===== config.mk =====
export PLATFORM = sky130hd
export DESIGN_NAME = edgevec_sched
export DESIGN_NICKNAME = d
export VERILOG_FILES = /design/src/rtl/edgevec_sched.sv
export SDC_FILE = /design/constraint.sdc
export NUM_CORES = 1
export LEC_CHECK = 0
export CORE_UTILIZATION = 42
export DETAILED_ROUTE_END_ITERATION = 8
export HOLD_SLACK_MARGIN = 0.1
export PLACE_DENSITY = 0.86
export SLEW_MARGIN = 25
export SYNTH_ARGS = -nofsm -noshare
export SYNTH_HDL_FRONTEND = slang
export SYNTH_SLANG_ARGS = --single-unit

===== constraint.sdc =====
create_clock -name clk -period 1.66 [get_ports clk]
set_input_delay 0.332 -clock clk [delete_from_list [all_inputs] [get_ports clk]]
set_output_delay 0.332 -clock clk [all_outputs]
set_load 0.1 [all_outputs]

===== src/rtl/edgevec_sched.sv =====
// -----------------------------------------------------------------------------
// edgevec_sched
//
// Purpose:
//   Watches NLANES level signals for rising edges. Each rising edge marks the
//   lane as pending. While enable is high, one pending lane is serviced per
//   clock in round-robin order. Servicing a lane increments its wrapping
//   CNT_W-bit event counter and emits a registered one-hot grant.
//   A rising edge on a lane that is already pending, and is not being serviced
//   on that edge, is lost. It sets that lane's sticky drop flag.
//
// Parameters:
//   NLANES      number of level-signal lanes (default 2)
//   CNT_W       width of each per-lane event counter (default 2)
//
// Ports:
//   clk         single clock, all state changes on its rising edge
//   reset       synchronous active-high reset, highest priority
//   lane_vec    [NLANES]        per-lane level inputs
//   enable      grants permitted while high
//   count       [NLANES*CNT_W]  per-lane counters, lane i at [i*CNT_W +: CNT_W]
//   grant_oh    [NLANES]        registered one-hot, lane serviced on last grant
//   grant_valid registered, high for one cycle per service
//   drop        [NLANES]        sticky per-lane "event lost" flags
//   drop_total  [8]             saturating total of dropped events
//
// Configuration:
//   EDGEVEC_SCHED_DROPCNT_EN   when defined, drop_total counts dropped events
//                              and saturates at 255. When undefined,
//                              drop_total is tied to zero and the counter is
//                              not built. The drop flags behave the same in
//                              both builds.
// -----------------------------------------------------------------------------
module edgevec_sched #(
    parameter int NLANES = 2,
    parameter int CNT_W  = 2
) (
    input  logic                      clk,
    input  logic                      reset,
    input  logic [NLANES-1:0]         lane_vec,
    input  logic                      enable,
    output logic [NLANES*CNT_W-1:0]   count,
    output logic [NLANES-1:0]         grant_oh,
    output logic                      grant_valid,
    output logic [NLANES-1:0]         drop,
    output logic [7:0]                drop_total
);

    localparam int PTR_W = (NLANES > 1) ? $clog2(NLANES) : 1;

    // ------------------------------------------------------------------
    // State
    // ------------------------------------------------------------------
    logic [NLANES-1:0] prev_q;          // lane_vec from the previous edge
    logic [NLANES-1:0] pending_q;       // event seen, not yet serviced
    logic [PTR_W-1:0]  ptr_q;           // highest-priority lane this cycle
    logic [CNT_W-1:0]  count_q [NLANES];
    logic [NLANES-1:0] grant_oh_q;
    logic              grant_valid_q;
    logic [NLANES-1:0] drop_q;

    // ------------------------------------------------------------------
    // Edge detection and round-robin selection
    // ------------------------------------------------------------------
    logic [NLANES-1:0] event_vec;
    logic              sel_valid;
    logic [PTR_W-1:0]  sel_idx;
    logic [NLANES-1:0] sel_oh;
    logic [PTR_W-1:0]  ptr_next;
    logic [NLANES-1:0] pending_next;
    logic [NLANES-1:0] drop_new;

    assign event_vec = lane_vec & ~prev_q;

    // Scan from the lowest-priority offset down to offset 0 (ptr_q itself).
    // The last match written wins, so the pending lane nearest to ptr_q is
    // selected.
    always_comb begin
        // NOTE: every combinational output gets a default before any branch;
        // a path that leaves one unassigned would infer a latch.
        sel_valid = 1'b0;
        sel_idx   = '0;
        for (int k = NLANES - 1; k >= 0; k--) begin
            if (enable && pending_q[(int'(ptr_q) + k) % NLANES]) begin
                sel_valid = 1'b1;
                sel_idx   = PTR_W'((int'(ptr_q) + k) % NLANES);
            end
        end
    end

    always_comb begin
        sel_oh = '0;
        if (sel_valid) begin
            sel_oh[sel_idx] = 1'b1;
        end
    end

    // The lane after the one just granted becomes the highest priority.
    always_comb begin
        if (int'(sel_idx) == NLANES - 1) begin
            ptr_next = '0;
        end else begin
            ptr_next = sel_idx + PTR_W'(1);
        end
    end

    // A new event on the lane being serviced keeps that lane pending and is
    // not a loss. The service consumes the old event and the new one takes
    // its place.
    assign pending_next = (pending_q & ~sel_oh) | event_vec;
    assign drop_new     = event_vec & pending_q & ~sel_oh;

    // ------------------------------------------------------------------
    // Sequential state
    // ------------------------------------------------------------------
    always_ff @(posedge clk) begin
        // NOTE: state registers use non-blocking assignments only, so every
        // read in this block sees the value from before the edge.
        if (reset) begin
            // prev is loaded from the live input, so a lane held high across
            // reset release does not look like a rising edge.
            prev_q        <= lane_vec;
            pending_q     <= '0;
            ptr_q         <= '0;
            grant_oh_q    <= '0;
            grant_valid_q <= 1'b0;
            drop_q        <= '0;
            // NOTE: the counter array is small and visible on a port, so every
            // entry is reset. A large storage array would normally be left
            // unreset.
            for (int i = 0; i < NLANES; i++) begin
                count_q[i] <= '0;
            end
        end else begin
            prev_q        <= lane_vec;
            pending_q     <= pending_next;
            drop_q        <= drop_q | drop_new;
            grant_valid_q <= sel_valid;
            // With no selection (idle or enable low), the grant, the pointer
            // and the counters all hold their values.
            if (sel_valid) begin
                grant_oh_q       <= sel_oh;
                ptr_q            <= ptr_next;
                count_q[sel_idx] <= count_q[sel_idx] + CNT_W'(1);
            end
        end
    end

    // ------------------------------------------------------------------
    // Outputs
    // ------------------------------------------------------------------
    for (genvar g = 0; g < NLANES; g++) begin : g_count_pack
        assign count[g*CNT_W +: CNT_W] = count_q[g];
    end

    assign grant_oh    = grant_oh_q;
    assign grant_valid = grant_valid_q;
    assign drop        = drop_q;

`ifdef EDGEVEC_SCHED_DROPCNT_EN
    // Total of lost events. Several lanes can drop on the same edge, so the
    // increment is a population count. The total is widened before the
    // saturation check so it cannot wrap.
    logic [7:0]  drop_total_q;
    logic [15:0] drop_sum;

    always_comb begin
        drop_sum = {8'd0, drop_total_q};
        for (int i = 0; i < NLANES; i++) begin
            drop_sum = drop_sum + 16'(drop_new[i]);
        end
    end

    always_ff @(posedge clk) begin
        if (reset) begin
            drop_total_q <= '0;
        end else if (drop_sum > 16'd255) begin
            drop_total_q <= 8'hFF;
        end else begin
            drop_total_q <= drop_sum[7:0];
        end
    end

    assign drop_total = drop_total_q;
`else
    assign drop_total = 8'd0;
`endif

    // ------------------------------------------------------------------
    // Structural properties
    // ------------------------------------------------------------------
    a_grant_onehot : assert property (@(posedge clk) disable iff (reset)
        grant_valid |-> $onehot(grant_oh));

    a_drop_sticky : assert property (@(posedge clk) disable iff (reset)
        (drop != '0) |=> ((drop & $past(drop)) == $past(drop)));

endmodule


==> Word-level counts from Yosys, hierarchy flattened <==
Memories as Yosys holds them, arrays and structs flattened.
Index checks and enable logic that the tools add are counted.
{ "word_totals": {"output_inout_bits": 17, "wordCells": 48, "in_bits": 5, "regBits": 10, "ramBits": 4, "n_memories": 1} }
{ "classes": {"bitwise": 9, "magnitude_cmp": 4, "n_reduce_logical": 4, "addsub": 3, "n_mux": 21} }
{ "memory_table": {"columns": ["name", "depth", "width", "read_ports", "rd_ports_with_merged_regs", "write_ports", "line", "rtl"], "rows": [
  ["count_q", 2, 2, 3, 0, 2, "57", "logic [CNT_W-1:0] count_q [NLANES];"]
]} }
{ "ops": {"columns": ["op", "n"], "rows": [
  ["$mux 1", 18],
  ["$and 2x2->2", 4],
  ["$lt 1x2->1 const B", 2],
  ["$mux 2", 2],
  ["$not 2->2", 2],
  ["$or 2x2->2", 2],
  ["$logic_and 1x1->1", 3],
  ["$lt 2x3->1 const B", 1],
  ["$add 1x1->1 const B", 2],
  ["$add 2x1->2 const B", 1],
  ["$reduce_or 2->1", 1],
  ["$and 1x1->1 const A", 1],
  ["$demux 1 s1", 1],
  ["$ge 1x1->1 const B", 1]
]} }

==> Longest topological paths before layout <==
{ "depth": {"depth_word": 16, "ltp_mapped": 4, "mapped_depth_nobuf": 3} }

==> Worst setup path before layout <==
Ideal clock, no wire load.
{ "synth_path": {"path_type": "register -> register", "start": "memory count_q[1][0]", "end": "memory count_q[0][1] (data pin)", "setup_ns": 0.190, "path_buffers": 0, "t_required_ns": 1.470, "synth_period_minus_slack_ns": 1.738, "slack_ns": -0.078, "stages_incl_launch_ff": 4, "arrival_time_ns": 1.548, "cell_sequence": "edfxtp_1 xor2_1 nor3_1 a2111oi_2"} }
{ "synth_rtl": {"columns": ["element", "line"], "rows": [
  ["start, declared", "57"]
]} }

==> flow_summary.toml <==
[setup_path]
critPathKind = "input pin to register"
timing.rr.start = "pending_q[0]"
worstPathCellList = "clkdlybuf4s50_1, nand2_2, or2_1, a2111oi_2"
cp-start-kind = "input pin"
crit_path_max_incr_delay_ps = 500
cp_max_fo = 5
rrSetupSlack_ps = 280
cp_data_required_time_ps = 1750
cp_slowest_cell = "clkdlybuf4s50_1"
ff2ff_path_depth = 3
crit_arrival_ps = 1580
r2r_end = "count_q[0][0]"
endpoint_kind = "register"

[route]
via_per_inst = 4.82
drt-total-wl_mm = 1.07
drtIter0Drc = 3
wire_per_inst_microns = 11.4
dr_total_vias = 453
drc_errors = 0
ant_nets = 0
drtPass1Iterations = 2

[worst_hold_path]
hp-start = "grant_oh[0]"
hold_path_class = "register to register"
min_path_cells = 2
holdPathEnd = "grant_oh[0]"

[synthesis]
yosys.area.top_type = "dfxtp_1"
synth_area_sq_um = 617
ys_types = 24
synth.area.top_cells = "dfxtp_1 (32%), edfxtp_1 (19%), buf_4 (9.7%)"
synthCells = 60
ys_ff_latch = 14
ys_seq_area_frac = 0.519
yosys_warnings = 0
synth_top_area_frac = 0.325
synth_area_per_cell_sq_um = 10.3

[floorplanning]
die_h_microns = 40.3
die-area_sq_mm = 0.00163
initial_core_util = 0.462
ios = 22
die_w_microns = 40.3
fp.coreArea_sq_mm = 0.00133
rows = 13

[final_layout]
fin_nets = 85
final_util = 0.660
layout-drive-gt1-share = 0.278
fin_cells = 94
num_antenna_cells = 0
n_fill_cell = 115
synthToLayoutAreaGrowth_pct = 42.8

[sta]
skew_ps = 2.36
finalSetupViolCount = 0
finalMaxSlewViolations = 0
period_needed_ps = 1490
fin_crit_sh = 0.897
fmax_mhz = 672
hold_viol = 0
grt_setup_unrepaired = "no"

[global_routing]
grt_overflow = 0
track_usage = 0.171
first_global_vias = 453
grt_pass1_wl_mm = 1.77
grt_max_degree = 9
antenna_found_initial = 0

[clock_tree]
post_cts_buffers = 0
root_buffer = "clkbuf_4"
cts.sinks = 14
clkLatencyLatePin_ps = 290
clockBufferDepth = 2
ctsResizeCount = 0
clk_pin_slew_ps = 80
htreeDepth = 1
numCtsBuffers = 3
cts_tree = "yes"
cts_hold_buf = 0

[place]
gp_congestion = 0.822
numPlacedInstances = 90
dp_hpwl_microns = 841
portBuffers = 13

[power_and_ir_drop]
ir_drop_uv = 674
p_leak_nw = 0.358
power_density_mw_per_mm2 = 1000

[run_status]
status = "finished clean"

[run]
maxCapViolations = 0
-- layout by cell type, fill, tap and decap left out, types with 3 or more instances in the layout --
cell type / n
conb_1: 8
buf_4: 5
dfxtp_1: 10
a21oi_1: 5
nand2_1: 9
buf_12: 9
clkdlybuf4s50_1: 4
edfxtp_1: 4
clkbuf_4: 3
-- layout make-up --
type / count / area (sq um) / share of cell area
sequential: 14 / 320 / 0.364
inverter: 1 / 3.75 / 0.00426
multi-input combinational: 42 / 244 / 0.277
tap: 15 / 18.8 / 0.0213
timing repair buffer: 18 / 258 / 0.293
clock buffer: 4 / 36.3 / 0.0412
-- worst max-delay path, delay by kind of cell --
kind	cells	cell delay, ps
simple gates	2	370
compound gates	1	390
buf+inv	1	500
-- state kept, by name, summed over array words and instances (netlist names) --
| register | flops |
|---|---|
| grant_valid | 1 |
| count_q | 4 |
| grant_oh | 2 |
| drop | 2 |
| prev_q | 2 |
| ptr_q | 1 |
| pending_q | 2 |
-- metal layers --
| layer | global-route usage | share of wire | vias up |
|---|---|---|---|
| li1 | - | - | 227 |
| met1 | 0.181 | 0.41 | 207 |
| met2 | 0.298 | 0.52 | 16 |
| met3 | 0.0333 | 0.048 | 3 |
| met4 | 0.125 | 0.025 | 0 |
| met5 | 0 | 0 | - |
-- Yosys cell counts (all sizes together) --
library cell,count
a2111oi,2
a21bo,1
a21oi,5
buf,9
clkbuf,1
conb,1
dfxtp,10
edfxtp,4
inv,1
nand2,10
nand2b,2
nand3,1
nor2b,1
nor3,2
nor3b,2
o211a,1
o21ai,1
o31ai,2
or2,2
xnor2,1
xor2,1
-- where the power goes --
group | total, mW | switching (mW) | internal, mW | leakage [nW]
combinational | 0.251 | 0.184 | 0.0667 | 0.213
clock | 0.245 | 0.111 | 0.134 | 0.0210
sequential | 0.386 | 0.0172 | 0.368 | 0.124
-- cell families (layout without fill, tap and decap cells) --
family	after synthesis	after routing	share of synthesized area
and+or+nand+nor	20	20	0.164
DFF	14	14	0.519
AOI/OAI and AO/OA	12	12	0.154
buffers and inverters	11	23	0.128
xor gates and xnor gates	2	2	0.0284
other	1	8	0.00608
-- per-stage QoR --
step	hold slack [ps]	area (sq um)	worst slack (ps)	total power, mW	setup TNS [ps]
after global placement	468	845	-66.5	0.641	-76.6
after global routing	510	881	113	0.907	0
after floorplan	360	643	-22.7	0.586	-22.7
final	498	881	172	0.881	0
after detailed placement	490	845	-137	0.644	-253
after CTS	502	881	162	0.885	0
-- worst max-delay path by stage --
| stage | start | endpoint | slack [ps] | cells after the start |
|---|---|---|---|---|
| finish | enable | count_q[0][0] | 170 | 4 |
| detailed placement | enable | count_q[0][0] | -140 | 4 |
| floorplan | count_q[1][0] | count_q[0][1] | -20 | 3 |
| global placement | enable | count_q[0][0] | -70 | 4 |
| global route | enable | count_q[0][0] | 110 | 4 |
| CTS | enable | count_q[0][0] | 160 | 4 |
Note: power is estimated with default switching activity, not from simulation.
